===== config.mk =====
export PLATFORM = sky130hd
export DESIGN_NAME = amo_engine
export DESIGN_NICKNAME = d
export VERILOG_FILES = /design/src/rtl/atomic_pkg.sv /design/src/rtl/amo_alu.sv /design/src/rtl/amo_engine.sv
export SDC_FILE = /design/constraint.sdc
export NUM_CORES = 1
export LEC_CHECK = 0
export ABC_AREA = 1
export CORE_MARGIN = 8
export CORE_UTILIZATION = 30
export DETAILED_ROUTE_END_ITERATION = 8
export PLACE_DENSITY_LB_ADDON = 0.25
export SLEW_MARGIN = 20
export SYNTH_ARGS = -nofsm -noshare
export SYNTH_HDL_FRONTEND = slang
export SYNTH_SLANG_ARGS = --single-unit

===== constraint.sdc =====
create_clock -name clk -period 14.9 [get_ports clk]
set_input_delay 2.98 -clock clk [delete_from_list [all_inputs] [get_ports clk]]
set_output_delay 2.98 -clock clk [all_outputs]
set_load 0.005 [all_outputs]

===== src/rtl/atomic_pkg.sv =====
// rtl/atomic_pkg.sv - funct5 encodings, size codes and FSM state type for the A-extension unit
package atomic_pkg;

    // funct5 encodings of the A extension
    localparam logic [4:0] F5_LR   = 5'b00010;
    localparam logic [4:0] F5_SC   = 5'b00011;
    localparam logic [4:0] F5_SWAP = 5'b00001;
    localparam logic [4:0] F5_ADD  = 5'b00000;
    localparam logic [4:0] F5_XOR  = 5'b00100;
    localparam logic [4:0] F5_AND  = 5'b01100;
    localparam logic [4:0] F5_OR   = 5'b01000;
    localparam logic [4:0] F5_MIN  = 5'b10000;
    localparam logic [4:0] F5_MAX  = 5'b10100;
    localparam logic [4:0] F5_MINU = 5'b11000;
    localparam logic [4:0] F5_MAXU = 5'b11100;

    // funct3 access sizes
    localparam logic [2:0] SIZE_W = 3'b010;
    localparam logic [2:0] SIZE_D = 3'b011;

    typedef enum logic [2:0] {
        S_IDLE,
        S_READ,
        S_WAIT_READ,
        S_COMPUTE,
        S_WRITE,
        S_WAIT_WRITE,
        S_DONE
    } state_t;

endpackage


===== src/rtl/amo_alu.sv =====
// rtl/amo_alu.sv - combinational AMO arithmetic with 32-bit word mode
module amo_alu
    import atomic_pkg::*;
#(
    parameter int XLEN = 32
) (
    input  logic [4:0]      op,
    input  logic [XLEN-1:0] a,
    input  logic [XLEN-1:0] b,
    input  logic            word,
    output logic [XLEN-1:0] y
);

    logic [31:0]     aw;
    logic [31:0]     bw;
    logic [31:0]     yw;
    logic [XLEN-1:0] yd;

    // Compute both the word and full-width result; word mode zeroes the upper bits.
    // Unknown encodings fall through to the loaded value so memory is rewritten unchanged.
    always_comb begin
        aw = a[31:0];
        bw = b[31:0];
        yw = aw;
        yd = a;
        case (op)
            F5_SWAP: begin
                yw = bw;
                yd = b;
            end
            F5_ADD: begin
                yw = aw + bw;
                yd = a + b;
            end
            F5_XOR: begin
                yw = aw ^ bw;
                yd = a ^ b;
            end
            F5_AND: begin
                yw = aw & bw;
                yd = a & b;
            end
            F5_OR: begin
                yw = aw | bw;
                yd = a | b;
            end
            F5_MIN: begin
                yw = ($signed(aw) < $signed(bw)) ? aw : bw;
                yd = ($signed(a) < $signed(b)) ? a : b;
            end
            F5_MAX: begin
                yw = ($signed(aw) > $signed(bw)) ? aw : bw;
                yd = ($signed(a) > $signed(b)) ? a : b;
            end
            F5_MINU: begin
                yw = (aw < bw) ? aw : bw;
                yd = (a < b) ? a : b;
            end
            F5_MAXU: begin
                yw = (aw > bw) ? aw : bw;
                yd = (a > b) ? a : b;
            end
            default: begin
                yw = aw;
                yd = a;
            end
        endcase
        y = yd;
        if (word) begin
            y       = '0;
            y[31:0] = yw;
        end
    end

endmodule


===== src/rtl/amo_engine.sv =====
// rtl/amo_engine.sv - LR/SC/AMO execution unit with internal reservation; optional timeout via ATOMIC_RSV_TIMEOUT_EN
module amo_engine
    import atomic_pkg::*;
#(
    parameter int XLEN        = 32,
    parameter int RSV_TIMEOUT = 64
) (
    input  logic            clk,
    input  logic            reset,
    input  logic            start,
    input  logic [4:0]      funct5,
    input  logic [2:0]      funct3,
    input  logic            aq,
    input  logic            rl,
    input  logic [XLEN-1:0] addr,
    input  logic [XLEN-1:0] src_data,
    output logic            mem_req,
    output logic            mem_we,
    output logic [XLEN-1:0] mem_addr,
    output logic [XLEN-1:0] mem_wdata,
    output logic [2:0]      mem_size,
    input  logic [XLEN-1:0] mem_rdata,
    input  logic            mem_ready,
    input  logic            snoop_valid,
    input  logic [XLEN-1:0] snoop_addr,
    input  logic            rsv_clear,
    output logic [XLEN-1:0] result,
    output logic            done,
    output logic            busy,
    output logic            misaligned
);

    // Reservation granule is one XLEN-sized word
    localparam logic [XLEN-1:0] GRAN_MASK = ~(XLEN'(XLEN / 8 - 1));

    state_t          state;
    logic [4:0]      op_q;
    logic [2:0]      f3_q;
    logic [XLEN-1:0] addr_q;
    logic [XLEN-1:0] src_q;
    logic [XLEN-1:0] rdata_q;
    // Ordering bits are kept only for visibility; a single-outstanding unit needs no fencing
    logic [1:0]      ord_bits_unused;

    logic            rsv_valid;
    logic [XLEN-1:0] rsv_addr;
    logic            rsv_expire;

    logic            fault;
    logic            word_q;
    logic            rsv_hit_now;
    logic            sc_start;
    logic            lr_set;
    logic            snoop_kill;
    logic            snoop_new;
    logic [XLEN-1:0] snoop_gran;
    logic [XLEN-1:0] alu_y;

    // Sign-extend a .W value from bit 31; .D values pass through
    function automatic logic [XLEN-1:0] fix_w(input logic [XLEN-1:0] v, input logic w);
        logic [XLEN-1:0] r;
        r = v;
        if (w) begin
            r       = {XLEN{v[31]}};
            r[31:0] = v[31:0];
        end
        return r;
    endfunction

    // Alignment check on the incoming request; .D on RV32 and unknown sizes are faults
    always_comb begin
        fault = 1'b1;
        if (funct3 == SIZE_W) begin
            fault = (addr[1:0] != 2'b00);
        end else if ((funct3 == SIZE_D) && (XLEN == 64)) begin
            fault = (addr[2:0] != 3'b000);
        end
    end

    assign word_q      = (f3_q == SIZE_W);
    assign rsv_hit_now = rsv_valid && ((addr & GRAN_MASK) == rsv_addr);
    assign sc_start    = (state == S_IDLE) && start && !fault && (funct5 == F5_SC);
    assign lr_set      = (state == S_WAIT_READ) && mem_ready && (op_q == F5_LR);
    assign snoop_gran  = snoop_addr & GRAN_MASK;
    assign snoop_kill  = snoop_valid && (snoop_gran == rsv_addr);
    assign snoop_new   = snoop_valid && (snoop_gran == (addr_q & GRAN_MASK));
    assign busy        = (state != S_IDLE);

    amo_alu #(
        .XLEN(XLEN)
    ) u_alu (
        .op   (op_q),
        .a    (rdata_q),
        .b    (src_q),
        .word (word_q),
        .y    (alu_y)
    );

    // Main sequencer: captures the request, drives the memory port and produces result/done
    always_ff @(posedge clk or posedge reset) begin
        if (reset) begin
            state           <= S_IDLE;
            op_q            <= '0;
            f3_q            <= '0;
            addr_q          <= '0;
            src_q           <= '0;
            rdata_q         <= '0;
            ord_bits_unused <= '0;
            mem_req         <= 1'b0;
            mem_we          <= 1'b0;
            mem_addr        <= '0;
            mem_wdata       <= '0;
            mem_size        <= '0;
            result          <= '0;
            done            <= 1'b0;
            misaligned      <= 1'b0;
        end else begin
            done <= 1'b0;
            case (state)
                S_IDLE: begin
                    if (start) begin
                        op_q            <= funct5;
                        f3_q            <= funct3;
                        addr_q          <= addr;
                        src_q           <= src_data;
                        ord_bits_unused <= {aq, rl};
                        mem_size        <= funct3;
                        result          <= '0;
                        if (fault) begin
                            misaligned <= 1'b1;
                            done       <= 1'b1;
                            state      <= S_DONE;
                        end else if (funct5 == F5_SC) begin
                            if (rsv_hit_now) begin
                                mem_req   <= 1'b1;
                                mem_we    <= 1'b1;
                                mem_addr  <= addr;
                                mem_wdata <= src_data;
                                state     <= S_WRITE;
                            end else begin
                                result <= XLEN'(1);
                                done   <= 1'b1;
                                state  <= S_DONE;
                            end
                        end else begin
                            mem_req  <= 1'b1;
                            mem_we   <= 1'b0;
                            mem_addr <= addr;
                            state    <= S_READ;
                        end
                    end
                end
                S_READ: begin
                    state <= S_WAIT_READ;
                end
                S_WAIT_READ: begin
                    if (mem_ready) begin
                        mem_req <= 1'b0;
                        rdata_q <= mem_rdata;
                        if (op_q == F5_LR) begin
                            result <= fix_w(mem_rdata, word_q);
                            done   <= 1'b1;
                            state  <= S_DONE;
                        end else begin
                            state <= S_COMPUTE;
                        end
                    end
                end
                S_COMPUTE: begin
                    mem_req   <= 1'b1;
                    mem_we    <= 1'b1;
                    mem_wdata <= alu_y;
                    state     <= S_WRITE;
                end
                S_WRITE: begin
                    state <= S_WAIT_WRITE;
                end
                S_WAIT_WRITE: begin
                    if (mem_ready) begin
                        mem_req <= 1'b0;
                        mem_we  <= 1'b0;
                        result  <= (op_q == F5_SC) ? '0 : fix_w(rdata_q, word_q);
                        done    <= 1'b1;
                        state   <= S_DONE;
                    end
                end
                S_DONE: begin
                    misaligned <= 1'b0;
                    state      <= S_IDLE;
                end
                default: begin
                    state <= S_IDLE;
                end
            endcase
        end
    end

    // Reservation register: an LR completing alongside a kill source ends invalid
    always_ff @(posedge clk or posedge reset) begin
        if (reset) begin
            rsv_valid <= 1'b0;
            rsv_addr  <= '0;
        end else if (lr_set) begin
            rsv_valid <= !(rsv_clear || snoop_new);
            rsv_addr  <= addr_q & GRAN_MASK;
        end else if (rsv_clear || snoop_kill || sc_start || rsv_expire) begin
            rsv_valid <= 1'b0;
        end
    end

`ifdef ATOMIC_RSV_TIMEOUT_EN
    localparam int CW = $clog2(RSV_TIMEOUT + 1);

    logic [CW-1:0] rsv_count;

    // Lifetime counter: reloads on LR, counts down while the reservation is held
    always_ff @(posedge clk or posedge reset) begin
        if (reset) begin
            rsv_count <= '0;
        end else if (lr_set) begin
            rsv_count <= CW'(RSV_TIMEOUT);
        end else if (rsv_valid && (rsv_count != '0)) begin
            rsv_count <= rsv_count - 1'b1;
        end
    end

    assign rsv_expire = rsv_valid && (rsv_count == CW'(1));
`else
    localparam int unused_rsv_timeout = RSV_TIMEOUT;

    assign rsv_expire = 1'b0;
`endif

endmodule


* Yosys cells after proc, flatten, opt, wreduce, memory -nomap -nowiden
Index checks and enable logic that the tools add are counted.
** Storage, ports and cells
- Register bits after elaboration :: 238
- Bits in latches :: 0
- Memory bits (writable) :: 0
- Bits in read-only memories :: 0
- Input port bits :: 144
- Logic and storage cells :: 142
- Memories kept :: 0
** Cells by class
- $add $sub $neg :: 1
- Multipliers :: 0
- Div/mod/pow operators :: 0
- Order comparisons :: 4
- Eq/ne operators :: 32
- Shifts and indexed selects :: 0
- Mux-type cells :: 53
- Bitwise gates (word level) :: 4
- Reduce and logical (&&, ||, !) cells :: 33
** Operator list (number)
- $mux W32 :: 15
- $pmux W32 S9 :: 1
- $pmux W32 S3 :: 1
- $eq A30 B30 Y1 :: 3
- $gt A32 B32 Y1 :: 2
- $lt A32 B32 Y1 :: 2
- $pmux W32 S2 :: 1
- $add A32 B32 Y32 :: 1
- $and A32 B32 Y32 :: 1
- $or A32 B32 Y32 :: 1
- $xor A32 B32 Y32 :: 1
- $mux W1 :: 23
- $eq A5 B5 Y1 const B :: 4
- $reduce_and A5 Y1 :: 4
- $mux W3 :: 6
- $pmux W3 S6 :: 1
- $eq A5 B2 Y1 const B :: 3
- $ne A2 B2 Y1 const B :: 7
- $reduce_bool A3 Y1 :: 4
- $eq A5 B4 Y1 const B :: 2
- $eq A3 B2 Y1 const B :: 3
- $eq A3 B3 Y1 const B :: 3
- $pmux W1 S3 :: 3
- $logic_and A1 B1 Y1 :: 8
- other kinds (17) :: 27

* Logic depth before layout (Yosys ltp)
Gate-level depths: netlist of run 1.
- Depth after elaboration :: 8
- Depth in mapped cells :: 22
- Gate-level depth less buffers :: 21

* Cells and area by module
From an unflattened synthesis of run 1, not the netlist that was laid out.
** Unflattened totals
- Cells, all modules :: 2806
- Area, all modules :: 18007.3 µm²
** By module, submodules not included
- amo_engine :: times used 1, cells each 1482, area an instance 11218.3 µm², seq. area each 5905.7 µm²
- amo_alu :: times used 1, cells each 1324, area an instance 6789.0 µm², seq. area each 0.0 µm²

* Worst setup path after synthesis of run 1
No wires, ideal clock.
- Path kind :: input -> register
- From :: input port addr[5]
- To :: register mem_wdata[2]
- Library setup time :: 124 ps
- Arrival time :: 4431 ps
- Path slack :: 10345 ps
- Stages on the path :: 10
- Buffers on the path :: 1
- Cell sequence :: xor2_1 > nor3_1 > nand4_1 > nor2_1 > nand4_1 > o21ai_1 > nand2_1 > clkbuf_1 > a21oi_1 > a21oi_1
** Between the ends
- Longest elaborated chain between the ends :: 4
** Ends and longest elaborated chain
- start, declared :: line amo_engine.sv:15 : input logic [XLEN-1:0] addr,
- $eq A30 B30 Y1 :: line amo_engine.sv:81 : assign rsv_hit_now = rsv_valid && ((addr & GRAN_MASK) == rsv_addr);
- $logic_and A1 B1 Y1 :: line amo_engine.sv:81
- $ne A2 B2 Y1 (no source line)
- $reduce_and A5 Y1 (no source line)
- end signal, assigned :: line amo_engine.sv:138 : mem_wdata <= src_data;
- end signal, assigned :: line amo_engine.sv:172 : mem_wdata <= alu_y;
- end, declared :: line amo_engine.sv:20 : output logic [XLEN-1:0] mem_wdata,
No other way between the ends.
A chain may end at the register's enable or synchronous reset.

* Worst setup path after layout of run 1
- From :: input port start
- To :: register mem_addr[31]
** Between the ends
- Longest elaborated chain between the ends :: 1
** Ends and longest elaborated chain
- start, declared :: line amo_engine.sv:10 : input logic start,
- $reduce_and A4 Y1 (no source line)
- end signal, assigned :: line amo_engine.sv:137 : mem_addr <= addr;
- end signal, assigned :: line amo_engine.sv:148 : mem_addr <= addr;
- end, declared :: line amo_engine.sv:19 : output logic [XLEN-1:0] mem_addr,
No other way between the ends.

==> results.sh, run 1 <==
export IMPL_status="complete, no violations"
export IMPL_port_buffer_count=243
export IMPL_period_needed_ns=5.84
export IMPL_htreeDepth=1
export IMPL_p_leak_uw=0.00968
export IMPL_irDropWorstVdd_uv=144
export IMPL_ctsResizeCount=0
export IMPL_ys_ff_latch=236
export IMPL_rsz0062_at_grt="false"
export IMPL_final_util_pct=37.3
export IMPL_fin_nets=2963
export IMPL_yosysTopAreaCellShare_pct=34.2
export IMPL_drive_gt1_share_pct=4.08
export IMPL_r2r_end="mem_wdata[31]$_DFFE_PP0P_"
export IMPL_io_pins=248
export IMPL_setup_tns_ns=0
export IMPL_whs_endpoint="mem_addr[15]$_DFFE_PP0P_"
export IMPL_first_global_vias=17900
export IMPL_worstMarginPinSlew_ns=1.15
export IMPL_r2r_cells=12
export IMPL_ys_top_cells_by_area="dfrtp_1, nand2_1, o21ai_0"
export IMPL_synthTopCellsByCount="nand2_1, o21ai_0, inv_1"
export IMPL_worstPathRequired_ns=15.41
export IMPL_r2r_slack_ns=9.90
export IMPL_areaGrowthSynthToFinish_pct=23.9
export IMPL_row_count=88
export IMPL_drt_pass1_iterations=6
export IMPL_grt_max_degree=136
export IMPL_synthCells=2544
export IMPL_syn_num_nets=2785
export IMPL_syn_area_um2=17200
export IMPL_start_util_pct=30.1
export IMPL_worst_setup_path_start_kind="input port"
export IMPL_endpoint_kind="register"
export IMPL_cts_tree="done"
export IMPL_grt_overflow=0
export IMPL_die_w_um=256
export IMPL_max_cap_violations=0
export IMPL_drc=0
export IMPL_design_die_area_um2=65400
export IMPL_place_congestion=0.922
export IMPL_finalCritPeriodShare_pct=39.2
export IMPL_power_density_nw_per_um2=242
export IMPL_ctsHoldBuffers=0
export IMPL_cts_buffers=29
export IMPL_antenna_found_initial=4
export IMPL_drt_iter0_drc=1500
export IMPL_post_drt_via_cell_ratio=5.18
export IMPL_routed_wl_um=70000
export IMPL_hold_violations=0
export IMPL_clkTransAtPathRegs_ns=0.06
export IMPL_yosys_most_used_dff="dfrtp_1"
export IMPL_maxSlewViolCount=0
export IMPL_crit_reg2reg_launch="op_q[3]$_DFFE_PP0P_"
export IMPL_syn_avg_cell_area_um2=6.78
export IMPL_root_buffer="clkbuf_16"
export IMPL_clock_skew_final_ns=0.0315
export IMPL_hpwl_um=49500
export IMPL_ys_seq_area_share_pct=34.2
export IMPL_synthArstFlopShare_pct=100
export IMPL_via_count=18200
export IMPL_ant_nets=0
export IMPL_synth_most_common_cell="nand2_1"
export IMPL_setup_worst_path_class="input port to register"
export IMPL_die_h_um=256
export IMPL_cp_max_fo=45
export IMPL_max_freq_mhz=171
export IMPL_cts_setup_buffers=0
export IMPL_whs_path_depth=2
export IMPL_hold_start="mem_addr[15]$_DFFE_PP0P_"
export IMPL_grt_pass1_wl_um=108000
export IMPL_yosysWarnings=0
export IMPL_cts_buffer_depth=3
export IMPL_wl_per_cell_um=19.9
export IMPL_finalSetupViolCount=0
export IMPL_synth_edf_count=0
export IMPL_synth_distinct_cells=51
export IMPL_yosysTopAreaCell="dfrtp_1"
export IMPL_arrival_ns=6.35
export IMPL_clock_sinks=236
export IMPL_coreArea_um2=57300
export IMPL_min_delay_path_class="register to register"
export IMPL_slew_headroom_pct=23.4
export IMPL_clkLatencyLatePin_ns=0.60
export IMPL_groute_usage_overall_pct=20.5
[worst max path at each step]
stage / start / endpoint / slack, ns / cells after the start
floorplan: reset / addr_q[10]$_DFFE_PP0P_ / 5.45 / 1
global placement: start / mem_addr[14]$_DFFE_PP0P_ / 8.44 / 10
detailed placement: start / mem_addr[2]$_DFFE_PP0P_ / 8.42 / 10
CTS: start / mem_addr[18]$_DFFE_PP0P_ / 9.03 / 10
global route: start / mem_addr[16]$_DFFE_PP0P_ / 8.68 / 10
finish: start / mem_addr[31]$_DFFE_PP0P_ / 9.06 / 10
[critical path, cell delays in order]
cell	delay [ns]
clkdlybuf4s50_1	0.52
inv_1	0.09
nor2_4	0.81
inv_1	0.69
nor2_1	0.29
nand2_1	0.08
buf_4	0.26
inv_1	0.41
nand2_1	0.10
nand2_1	0.07
[per-layer routing]
metal | vias up | part of all wire, % | GRT usage, %
met5 | - | 0.050 | 0
met2 | 622 | 46 | 33.7
met1 | 8686 | 45 | 27.3
met3 | 109 | 7.1 | 4.08
met4 | 6 | 2.3 | 5.59
li1 | 8751 | - | -
[cells in the final DEF (no fill, tap or decap), types with 12 or more instances in the layout]
| cell | synthesis | routed |
|---|---|---|
| nand2_1 | 696 | 696 |
| o21ai_0 | 265 | 265 |
| inv_1 | 262 | 260 |
| clkdlybuf4s50_1 | 0 | 243 |
| nand3_1 | 241 | 240 |
| dfrtp_1 | 236 | 236 |
| nor2_1 | 183 | 179 |
| a21oi_1 | 168 | 168 |
| ha_1 | 96 | 96 |
| a31oi_1 | 36 | 36 |
| nor3_1 | 32 | 31 |
| clkbuf_16 | 0 | 29 |
| xor2_1 | 27 | 27 |
| o211ai_1 | 24 | 24 |
| xnor2_1 | 20 | 20 |
| buf_4 | 3 | 20 |
| nand4_1 | 18 | 18 |
| o22ai_1 | 17 | 17 |
| or2_2 | 12 | 12 |
[through the flow]
step	total power, µW	hold slack, ns	cell area, µm²	setup slack, ns	cells
floorplan	3260	0.453	17200	5.45	2544
global placement	4350	0.460	20400	8.44	3456
detailed placement	4420	0.465	20400	8.42	3456
CTS	5170	0.482	21400	9.03	3509
global route	5610	0.502	21400	8.68	3509
finish	5160	0.478	21400	9.06	3510
[area by class of cell]
class | count | area [µm²]
Timing Repair Buffer | 264 | 2600
Multi-Input combinational cell | 1923 | 9930
Inverter | 268 | 1010
Clock buffer | 42 | 855
Sequential cell | 236 | 5910
Tap cell | 765 | 957
Antenna cell | 1 | 2.50
Fill cell | 6082 | 35900
Clock inverter | 11 | 93.8
[registers in the layout, summed over array words and instances, names as in the netlist]
name,count
mem_addr,32
result,32
done,1
addr_q,30
state,3
mem_size,3
src_q,32
mem_req,1
rsv_addr,30
mem_wdata,32
rsv_valid,1
misaligned,1
rdata_q,32
mem_we,1
op_q,5
[cells by family after synthesis]
logic type	after synthesis	synth area share, %
flip-flops	236	34.2
AO/OA/AOI/OAI	564	18.0
buffers and inverters	385	8.65
multiplexers	1	0.0580
AND/OR/NAND/NOR	1214	29.6
XOR/XNOR	47	2.39
adder cells (fa/ha/maj)	97	7.08
[power breakdown]
group | internal [µW] | leakage (µW) | total [µW] | switching, µW
sequential | 937 | 0.00287 | 1230 | 293
combinational | 1080 | 0.00634 | 3210 | 2140
clock | 414 | 0.000472 | 719 | 305
total | 2430 | 0.00968 | 5160 | 2730
No activity file was read; power rests on OpenSTA's default activity.
==> inputs of run 2 (changes only) <==
Clock period 14.9 ns to 5.1 ns, I/O delays scaled along.
==> results.sh, run 2 (synthesis results as in run 1) <==
export IMPL_status="complete, no violations"
export IMPL_whs_ns=0.478
export IMPL_setup_worst_path_class="register to register"
export IMPL_final_cell_mix="nand2_1, o21ai_0, inv_1"
export IMPL_antenna_found_initial=2
export IMPL_design_die_area_um2=65400
export IMPL_groute_usage_overall_pct=20.2
export IMPL_max_stage_delay_ns=0.49
export IMPL_drc=0
export IMPL_first_global_vias=17900
export IMPL_place_congestion=0.921
export IMPL_clkPwrFrac_pct=14.6
export IMPL_path_cells="inv_1, ha_1, nor2_1, nand3_1, nor2_1, nand2_1, nand2_1, nand2_4, nand2_4, nand2_1, nand2_1, buf_4, nand2_1, nand3_1, nand3_1, o21bai_1, a21oi_1"
export IMPL_ctsResizeCount=0
export IMPL_cts_buffer_depth=3
export IMPL_cts_buffers=30
export IMPL_period_needed_ns=4.07
export IMPL_endpoint_kind="register"
export IMPL_worst_setup_path_start_kind="register"
export IMPL_grt_overflow=0
export IMPL_drive_gt1_share_pct=4.67
export IMPL_maxSlewViolCount=0
export IMPL_ant_nets=0
export IMPL_cts_setup_buffers=0
export IMPL_post_drt_via_cell_ratio=5.16
export IMPL_via_count=18200
export IMPL_start_util_pct=30.1
export IMPL_die_w_um=256
export IMPL_row_count=88
export IMPL_wl_per_cell_um=19.7
export IMPL_drt_iter0_drc=1395
export IMPL_min_delay_path_class="register to register"
export IMPL_max_cap_violations=0
export IMPL_ctsHoldBuffers=0
export IMPL_seqCellArea_um2=5910
export IMPL_power_density_nw_per_um2=706
export IMPL_clkLatencyLatePin_ns=0.59
export IMPL_port_buffer_count=243
export IMPL_irDropWorstVdd_uv=422
export IMPL_path_delay_family="simple AND/OR/NAND/NOR gates"
export IMPL_htreeDepth=1
export IMPL_fin_nets=2981
export IMPL_slew_headroom_pct=25.1
export IMPL_n_fill_cell=6065
export IMPL_multi_input_area_um2=9930
export IMPL_cp_num_buf_inv=2
export IMPL_clkTransAtPathRegs_ns=0.06
export IMPL_seqPwrFrac_pct=23.5
export IMPL_root_buffer="clkbuf_16"
export IMPL_hpwl_um=50500
export IMPL_clock_skew_final_ns=0.0167
export IMPL_power_switching_uw=7960
export IMPL_pwr_share_comb_pct=61.9
export IMPL_cts_tree="done"
export IMPL_p_leak_uw=0.00978
export IMPL_finalCritPeriodShare_pct=79.8
export IMPL_slowest_stage="nand2_1"
export IMPL_clock_sinks=236
export IMPL_io_pins=248
export IMPL_grt_max_degree=118
export IMPL_p_int_uw=7270
export IMPL_worstMarginPinSlew_ns=1.12
export IMPL_layout_commonest_cell="nand2_1"
export IMPL_grt_pass1_wl_um=107000
export IMPL_crit_top_cell="nand2_1"
export IMPL_drt_pass1_iterations=5
export IMPL_coreArea_um2=57300
export IMPL_finalSetupViolCount=0
export IMPL_p_sw_share_pct=52.3
export IMPL_routed_wl_um=69500
export IMPL_worstPathRequired_ns=5.56
export IMPL_hold_violations=0
export IMPL_max_freq_mhz=246
export IMPL_cp_max_fo=36
export IMPL_rsz0062_at_grt="false"
export IMPL_setup_tns_ns=0
export IMPL_arrival_ns=4.53
export IMPL_die_h_um=256
export IMPL_areaGrowthSynthToFinish_pct=25.1
-- run 2: tightest hold or removal path, cell delays in order, from the launching register on --
cell and delay (ns):
dfrtp_1 0.34, nand2_1 0.05, nand2_1 0.05
-- run 2: area by class of cell --
cell class | instances | area share (%)
timing repair buffer | 281 | 12.7
clock inverter | 11 | 0.574
clock buffer | 45 | 4.21
antenna | 1 | 0.0116
inverter | 268 | 4.68
sequential | 236 | 27.4
multi-input combinational | 1923 | 46.0
tap | 765 | 4.44
-- run 2: path summary, 6_finish.rpt --
kind	startpoint	endpoint	slack (ns)	cells past startpoint
worst max-delay path	rdata_q[15]$_DFFE_PP0P_	mem_wdata[5]$_DFFE_PP0P_	1.03	17
worst min-delay path	mem_addr[5]$_DFFE_PP0P_	mem_addr[5]$_DFFE_PP0P_	0.48	2
worst max register to register	rdata_q[15]$_DFFE_PP0P_	mem_wdata[5]$_DFFE_PP0P_	1.03	17
worst min register to register	mem_addr[5]$_DFFE_PP0P_	mem_addr[5]$_DFFE_PP0P_	0.48	2
max in group asynchronous	reset	mem_wdata[16]$_DFFE_PP0P_	3.23	4
min in group asynchronous	reset	result[3]$_DFFE_PP0P_	0.97	3
-- run 2: through the flow --
stage / power [µW] / instance area [µm²] / std cells / worst slack, ns / utilization (%)
5_1_grt: 16600 / 21600 / 3529 / 0.746 / 37.7
3_3_place_gp: 12800 / 20500 / 3473 / 1.14 / 35.9
4_1_cts: 15300 / 21600 / 3529 / 1.08 / 37.7
2_1_floorplan: 9510 / 17200 / 2544 / 0.988 / -
6_report: 15200 / 21600 / 3530 / 1.03 / 37.7
3_5_place_dp: 12900 / 20500 / 3473 / 1.10 / 35.9
-- run 2: power groups by stage --
stage	Combinational [µW]	Sequential (µW)	Clock (µW)
floorplan	6110	3400	0
finish	9420	3580	2230
detailed placement	9350	3580	0
global placement	9230	3550	0
CTS	9400	3570	2300
global route	10500	3700	2360
-- run 2: metal layers --
layer	part of all wire, %	wire [µm]	up-vias	global-route usage (%)
met1	46	31600	8702	26.9
met2	46	31900	630	33.5
li1	-	-	8791	-
met3	6.4	4430	99	3.59
met4	2.2	1560	2	5.51
met5	0.019	13	-	0
==> RTL change 1, RTL diff (flow settings as in run 2) <==
Re-encode `state_t` (7 states) as one-hot, 7 bits wide.
--- a/src/rtl/atomic_pkg.sv
+++ b/src/rtl/atomic_pkg.sv
@@ -18,14 +18,14 @@
     localparam logic [2:0] SIZE_W = 3'b010;
     localparam logic [2:0] SIZE_D = 3'b011;
 
-    typedef enum logic [2:0] {
-        S_IDLE,
-        S_READ,
-        S_WAIT_READ,
-        S_COMPUTE,
-        S_WRITE,
-        S_WAIT_WRITE,
-        S_DONE
+    typedef enum logic [6:0] {
+        S_IDLE       = 7'b0000001,
+        S_READ       = 7'b0000010,
+        S_WAIT_READ  = 7'b0000100,
+        S_COMPUTE    = 7'b0001000,
+        S_WRITE      = 7'b0010000,
+        S_WAIT_WRITE = 7'b0100000,
+        S_DONE       = 7'b1000000
     } state_t;
 
 endpackage
Check against the original RTL: same outputs for any inputs over 4 cycles, from zero or initial values and one cycle with reset high; so few cycles prove little.
==> RTL change 1 against run 2 <==
Wire length is 1.3% lower. Cell area is 1.9% higher. Maximum frequency increased by 8.2%. Non-clock buffer count is 9 lower. Synthesized cell count rose by 2.8%. Global-route usage is 0.33 points lower. Die area increased by 2.3%. Sequential cell count up 4. Power is 24% lower. Via count up 0.12%. Area after synthesis grew 2.4%. Highest routed layer unchanged. Worst setup slack better by 0.31 ns.
==> RTL change 1: results (changes against run 2) <==
<table>
<tr><th>Metric</th><th>Value</th></tr>
<tr><th colspan="2">Outcome</th></tr>
<tr><td>Result of the run</td><td>complete, no violations</td></tr>
<tr><th colspan="2">Yosys</th></tr>
<tr><td>Top cell types by occurrence after synthesis</td><td>nand2_1, inv_1, nor2_1</td></tr>
<tr><td>Fraction of the mapped netlist area in adder cells</td><td>6.913% (-0.17 points)</td></tr>
<tr><td>Top area cells in the synthesized netlist</td><td>dfrtp_1, nand2_1, o21ai_0, ha_1, nand3_1</td></tr>
<tr><td>Xor/xnor cell area share of the yosys netlist</td><td>2.876% (+0.49 points)</td></tr>
<tr><th colspan="2">Placement</th></tr>
<tr><td>Final weighted congestion in routability-driven placement</td><td>0.9102 (-1.1%)</td></tr>
<tr><td>Half-perimeter wire length of the detailed placement result</td><td>49430 um (-2.2%)</td></tr>
<tr><th colspan="2">Timing</th></tr>
<tr><td>Relative slew slack</td><td>30.88% (+5.8 points)</td></tr>
<tr><td>Final worst clock skew</td><td>0.02957 ns (+0.01282 ns)</td></tr>
<tr><td>Minimum hold slack</td><td>0.4676 ns (-0.01057 ns)</td></tr>
<tr><th colspan="2">Clock network</th></tr>
<tr><td>Num CTS Buffers</td><td>31 (+3.3%)</td></tr>
<tr><th colspan="2">Hold path</th></tr>
<tr><td>Min-delay src</td><td>mem_addr[4]$_DFFE_PP0P_</td></tr>
<tr><td>Hold Crit Endpoint</td><td>mem_addr[4]$_DFFE_PP0P_</td></tr>
<tr><th colspan="2">Pwr</th></tr>
<tr><td>Switch Pwr</td><td>5.438 mW (-32%)</td></tr>
<tr><td>Leakage</td><td>10.14 nW (+3.6%)</td></tr>
<tr><th colspan="2">Routing</th></tr>
<tr><td>Number of vias per cell</td><td>5.063 (-1.9%)</td></tr>
<tr><td>Number of violations reported at the end of detailed-routing iteration 0</td><td>1319 (-5.4%)</td></tr>
<tr><td>Final wirelength</td><td>68580 um (-1.3%)</td></tr>
<tr><th colspan="2">Finish</th></tr>
<tr><td>Fraction of layout instances using a drive strength above 1</td><td>5.233% (+0.57 points)</td></tr>
<tr><td>Final net count</td><td>3044 (+2.1%)</td></tr>
<tr><th colspan="2">Critical path</th></tr>
<tr><td>Arrival time at the worst endpoint</td><td>4.26 ns (-0.27 ns)</td></tr>
<tr><td>RR Endpoint</td><td>mem_wdata[15]$_DFFE_PP0P_</td></tr>
<tr><td>CP max FO</td><td>25 (-31%)</td></tr>
<tr><td>Worst R2R Path Depth</td><td>18 (+1)</td></tr>
<tr><td>RR Startpoint</td><td>rdata_q[23]$_DFFE_PP0P_</td></tr>
<tr><td>Slowest cell on the critical path</td><td>dfrtp_1</td></tr>
<tr><th colspan="2">Global routing</th></tr>
<tr><td>Largest net degree at the start of global routing</td><td>145 (+23%)</td></tr>
<tr><td>Number of global-route vias before repair</td><td>18.44k (+3.1%)</td></tr>
</table>
## RTL change 1: final cells by class
type | count | area, um2 | area share, %
multi-input combinational | 1946 | 9998 | 45.50
sequential | 240 | 6007 | 27.34
timing repair buffer | 272 | 2688 | 12.23
inverter | 312 | 1175 | 5.346
tap | 773 | 967.2 | 4.401
clock buffer | 45 | 908.4 | 4.134
clock inverter | 13 | 224.0 | 1.019
antenna | 3 | 7.507 | 0.03416
## RTL change 1: power groups by stage
stage	Clock (mW)	Sequential (mW)	Combinational [mW]
floorplan	0	2.86	4.05
global placement	0	2.94	6.04
detailed placement	0	2.96	6.13
CTS	2.51	2.94	6.17
global route	2.58	3.02	6.93
finish	2.44	2.94	6.18
## RTL change 1: per-layer routing
layer / vias up / GRT usage, % / share of wire, %
met5: - / 0 / 0.19
met4: 20 / 5.608 / 2.9
met3: 139 / 5.485 / 8.3
met2: 629 / 33.20 / 46
met1: 8571 / 25.01 / 43
li1: 8887 / - / -
## RTL change 1: critical path, delay by kind of cell (launching register included)
family / cells / cell delay, ns
fa+ha+maj: 1 / 0.47
buf+inv: 3 / 0.45
flops: 1 / 0.54
simple gates: 10 / 1.61
compound gates: 4 / 0.59
## RTL change 1: through the flow
step / area (um2) / power [mW] / util, % / cells / setup slack (ns)
floorplan: 17670 / 6.914 / - / 2614 / 0.9330
global placement: 20830 / 8.974 / 35.56 / 3543 / 1.205
detailed placement: 20840 / 9.091 / 35.57 / 3543 / 1.166
CTS: 21970 / 11.61 / 37.50 / 3601 / 1.382
global route: 21970 / 12.53 / 37.50 / 3601 / 1.106
finish: 21970 / 11.56 / 37.52 / 3604 / 1.341
## RTL change 1: kinds of logic after synthesis
logic type | Yosys count
flops | 240
xor+xnor | 58
fa+ha+maj | 97
buf+inv | 428
compound gates | 482
simple gates | 1309
## RTL change 1: how the worst max path moves through the flow
stage / to / depth (start not counted)
3_3_place_gp: mem_addr[23]$_DFFE_PP0P_ / 15
2_1_floorplan: addr_q[10]$_DFFE_PP0P_ / 1
6_report: mem_wdata[15]$_DFFE_PP0P_ / 18
3_5_place_dp: mem_addr[13]$_DFFE_PP0P_ / 15
5_1_grt: mem_wdata[15]$_DFFE_PP0P_ / 20
4_1_cts: mem_wdata[15]$_DFFE_PP0P_ / 20
==> RTL change 2, RTL diff (config.mk and constraints of run 2) <==
Without the edit above. Set the package constant `F5_MAX` to 5'b01111 (it was 5'b10100).
--- a/src/rtl/atomic_pkg.sv
+++ b/src/rtl/atomic_pkg.sv
@@ -10,7 +10,7 @@
     localparam logic [4:0] F5_AND  = 5'b01100;
     localparam logic [4:0] F5_OR   = 5'b01000;
     localparam logic [4:0] F5_MIN  = 5'b10000;
-    localparam logic [4:0] F5_MAX  = 5'b10100;
+    localparam logic [4:0] F5_MAX  = 5'b01111;
     localparam logic [4:0] F5_MINU = 5'b11000;
     localparam logic [4:0] F5_MAXU = 5'b11100;
 
Function: same outputs for any inputs over 4 cycles, from zero or initial values and one cycle with reset high; that may be too few to reach the edited logic, so the function may still have changed.
==> RTL change 2 against run 2 <==
Cell count up 0.31%. Area after synthesis is 0.88% higher. Critical path type unchanged. Power is 0.86% higher. Utilization barely moved. Worst hold slack got worse by 0.0025 ns. Count of clock-buffer cells in the layout down 3. Wire length decreased by 1.6%. Cell area grew 0.46%. Sequential cell count unchanged. Worst setup slack lost 0.21 ns. Global-route usage decreased by 0.17 points. Critical endpoint is now mem_wdata[3]$_DFFE_PP0P_. Sequential share of layout area down 0.12 points.
==> RTL change 2: results (changes against run 2) <==
<table>
<tr><th>Metric</th><th>Value</th></tr>
<tr><th colspan="2">Yosys</th></tr>
<tr><td>Top cell types by occurrence after synthesis</td><td>nand2_1, nor2_1, inv_1</td></tr>
<tr><td>Fraction of the yosys area taken by sequential cells</td><td>33.95% (-0.30 points)</td></tr>
<tr><td>Top area cells in the synthesized netlist</td><td>dfrtp_1, nand2_1, ha_1, o21ai_0, nand3_1</td></tr>
<tr><td>Avg Cell Area, Syn</td><td>6.788 um2 (+0.13%)</td></tr>
<tr><th colspan="2">Routing</th></tr>
<tr><td>Number of violations reported at the end of detailed-routing iteration 0</td><td>1367 (-2.0%)</td></tr>
<tr><td>Final wirelength</td><td>68370 um (-1.6%)</td></tr>
<tr><td>Average routed wire per standard cell</td><td>19.31 um (-1.9%)</td></tr>
<tr><td>Vias</td><td>18.31k (+0.46%)</td></tr>
<tr><th colspan="2">Finish</th></tr>
<tr><td>Final net count</td><td>2993 (+0.40%)</td></tr>
<tr><td>Fraction of layout instances using a drive strength above 1</td><td>5.047% (+0.38 points)</td></tr>
<tr><td>Number of fillers in the final layout</td><td>6120 (+0.91%)</td></tr>
<tr><th colspan="2">Pwr</th></tr>
<tr><td>Worst vdd ir</td><td>0.0006416 V (+52%)</td></tr>
<tr><td>Leakage</td><td>9.754 nW (-0.26%)</td></tr>
<tr><th colspan="2">Placement</th></tr>
<tr><td>Cell count after placement</td><td>3485 (+0.35%)</td></tr>
<tr><td>Area after DPL</td><td>0.02063 mm2 (+0.46%)</td></tr>
<tr><td>Worst slack, placed</td><td>0.9111 ns (-0.1904 ns)</td></tr>
<tr><th colspan="2">Outcome</th></tr>
<tr><td>Result of the run</td><td>complete, no violations</td></tr>
<tr><th colspan="2">Timing</th></tr>
<tr><td>Pin slew with the least headroom to its limit</td><td>1.061 ns (-0.05839 ns)</td></tr>
<tr><td>Final worst clock skew</td><td>0.01458 ns (-0.002172 ns)</td></tr>
<tr><th colspan="2">Global routing</th></tr>
<tr><td>Number of antenna violations at the first check in global routing</td><td>10 (+8)</td></tr>
<tr><td>Number of global-route vias before repair</td><td>18.54k (+3.7%)</td></tr>
<tr><td>Overall global routing resource usage</td><td>20.06% (-0.17 points)</td></tr>
<tr><td>First-pass GRT wire length</td><td>107500 um (+0.10%)</td></tr>
<tr><td>Largest net degree at the start of global routing</td><td>85 (-28%)</td></tr>
<tr><th colspan="2">Critical path</th></tr>
<tr><td>Arrival time at the worst endpoint</td><td>4.75 ns (+0.22 ns)</td></tr>
<tr><th colspan="2">Clock network</th></tr>
<tr><td>Source-to-sink clock delay at the later pin of the worst-skew pair</td><td>0.61 ns (+0.02 ns)</td></tr>
</table>
## RTL change 2: cell types whose count changed in the layout (fill, tap and decap cells not counted), moves of 13 or more
cell | run 2 | this run
nor2_1 | 180 | 247
nand2_1 | 696 | 645
inv_1 | 260 | 247
o21ai_0 | 265 | 235
a21oi_1 | 168 | 204
nand3_1 | 240 | 215
o2111ai_1 | 8 | 23
## RTL change 2: layer usage
metal  global-route usage, %  share of wire (%)  wire length, um  vias to the layer above
li1                        -                  -                -                     8857
met5                       0               0.14               97                        -
met2                   33.72                 47            32010                      693
met1                   24.60                 42            28570                     8577
met3                   5.628                8.1             5517                      165
met4                   6.426                3.2             2180                       16
## RTL change 2: area by class of cell
type                            count  area share (%)
Timing Repair Buffer              288           12.90
Clock inverter                     12          0.7739
Tap cell                          765           4.418
Clock buffer                       42           3.997
Inverter                          256           4.453
Sequential cell                   236           27.26
Multi-Input combinational cell   1940           46.17
Antenna cell                        2         0.02310
## RTL change 2: critical path, cell delays in order, from the launching register on
cell	delay (ns)
dfrtp_1	0.46
inv_1	0.15
ha_1	0.41
nor2_1	0.19
nand3_1	0.11
nor2_1	0.18
and3_1	0.27
nand2_1	0.36
nand2_2	0.37
buf_4	0.29
nand2_1	0.09
nand2_2	0.08
buf_4	0.58
nand3_1	0.15
nand3_1	0.13
nand2_1	0.07
o21bai_1	0.17
a21oi_1	0.09
## RTL change 2: kinds of logic (layout without fill, tap and decap cells)
group | count (synthesis) | after routing | synth area share [%]
AOI/OAI and AO/OA | 575 | 575 | 18.15
xor gates and xnor gates | 47 | 47 | 2.366
adders and majority gates | 97 | 97 | 7.020
buffers and inverters | 387 | 598 | 8.990
DFF | 236 | 236 | 33.95
other | 0 | 2 | 0
and+or+nand+nor | 1221 | 1221 | 29.52
## RTL change 2: path summary, 6_finish.rpt
kind                                             to                      from  cells after the start  slack, ns
max                        mem_wdata[3]$_DFFE_PP0P_   rdata_q[31]$_DFFE_PP0P_                     17       0.82
min reg2reg                mem_addr[20]$_DFFE_PP0P_  mem_addr[20]$_DFFE_PP0P_                      2       0.48
max in group asynchronous    addr_q[16]$_DFFE_PP0P_                     reset                      3       3.52
min in group asynchronous  mem_addr[28]$_DFFE_PP0P_                     reset                      2       0.73
min                        mem_addr[20]$_DFFE_PP0P_  mem_addr[20]$_DFFE_PP0P_                      2       0.48
max reg2reg                mem_wdata[3]$_DFFE_PP0P_   rdata_q[31]$_DFFE_PP0P_                     17       0.82
## RTL change 2: where the power goes
part	switching, mW	internal (mW)	total, mW
Sequential	0.819	2.75	3.57
Combinational	6.23	3.30	9.54
Clock	0.920	1.33	2.25
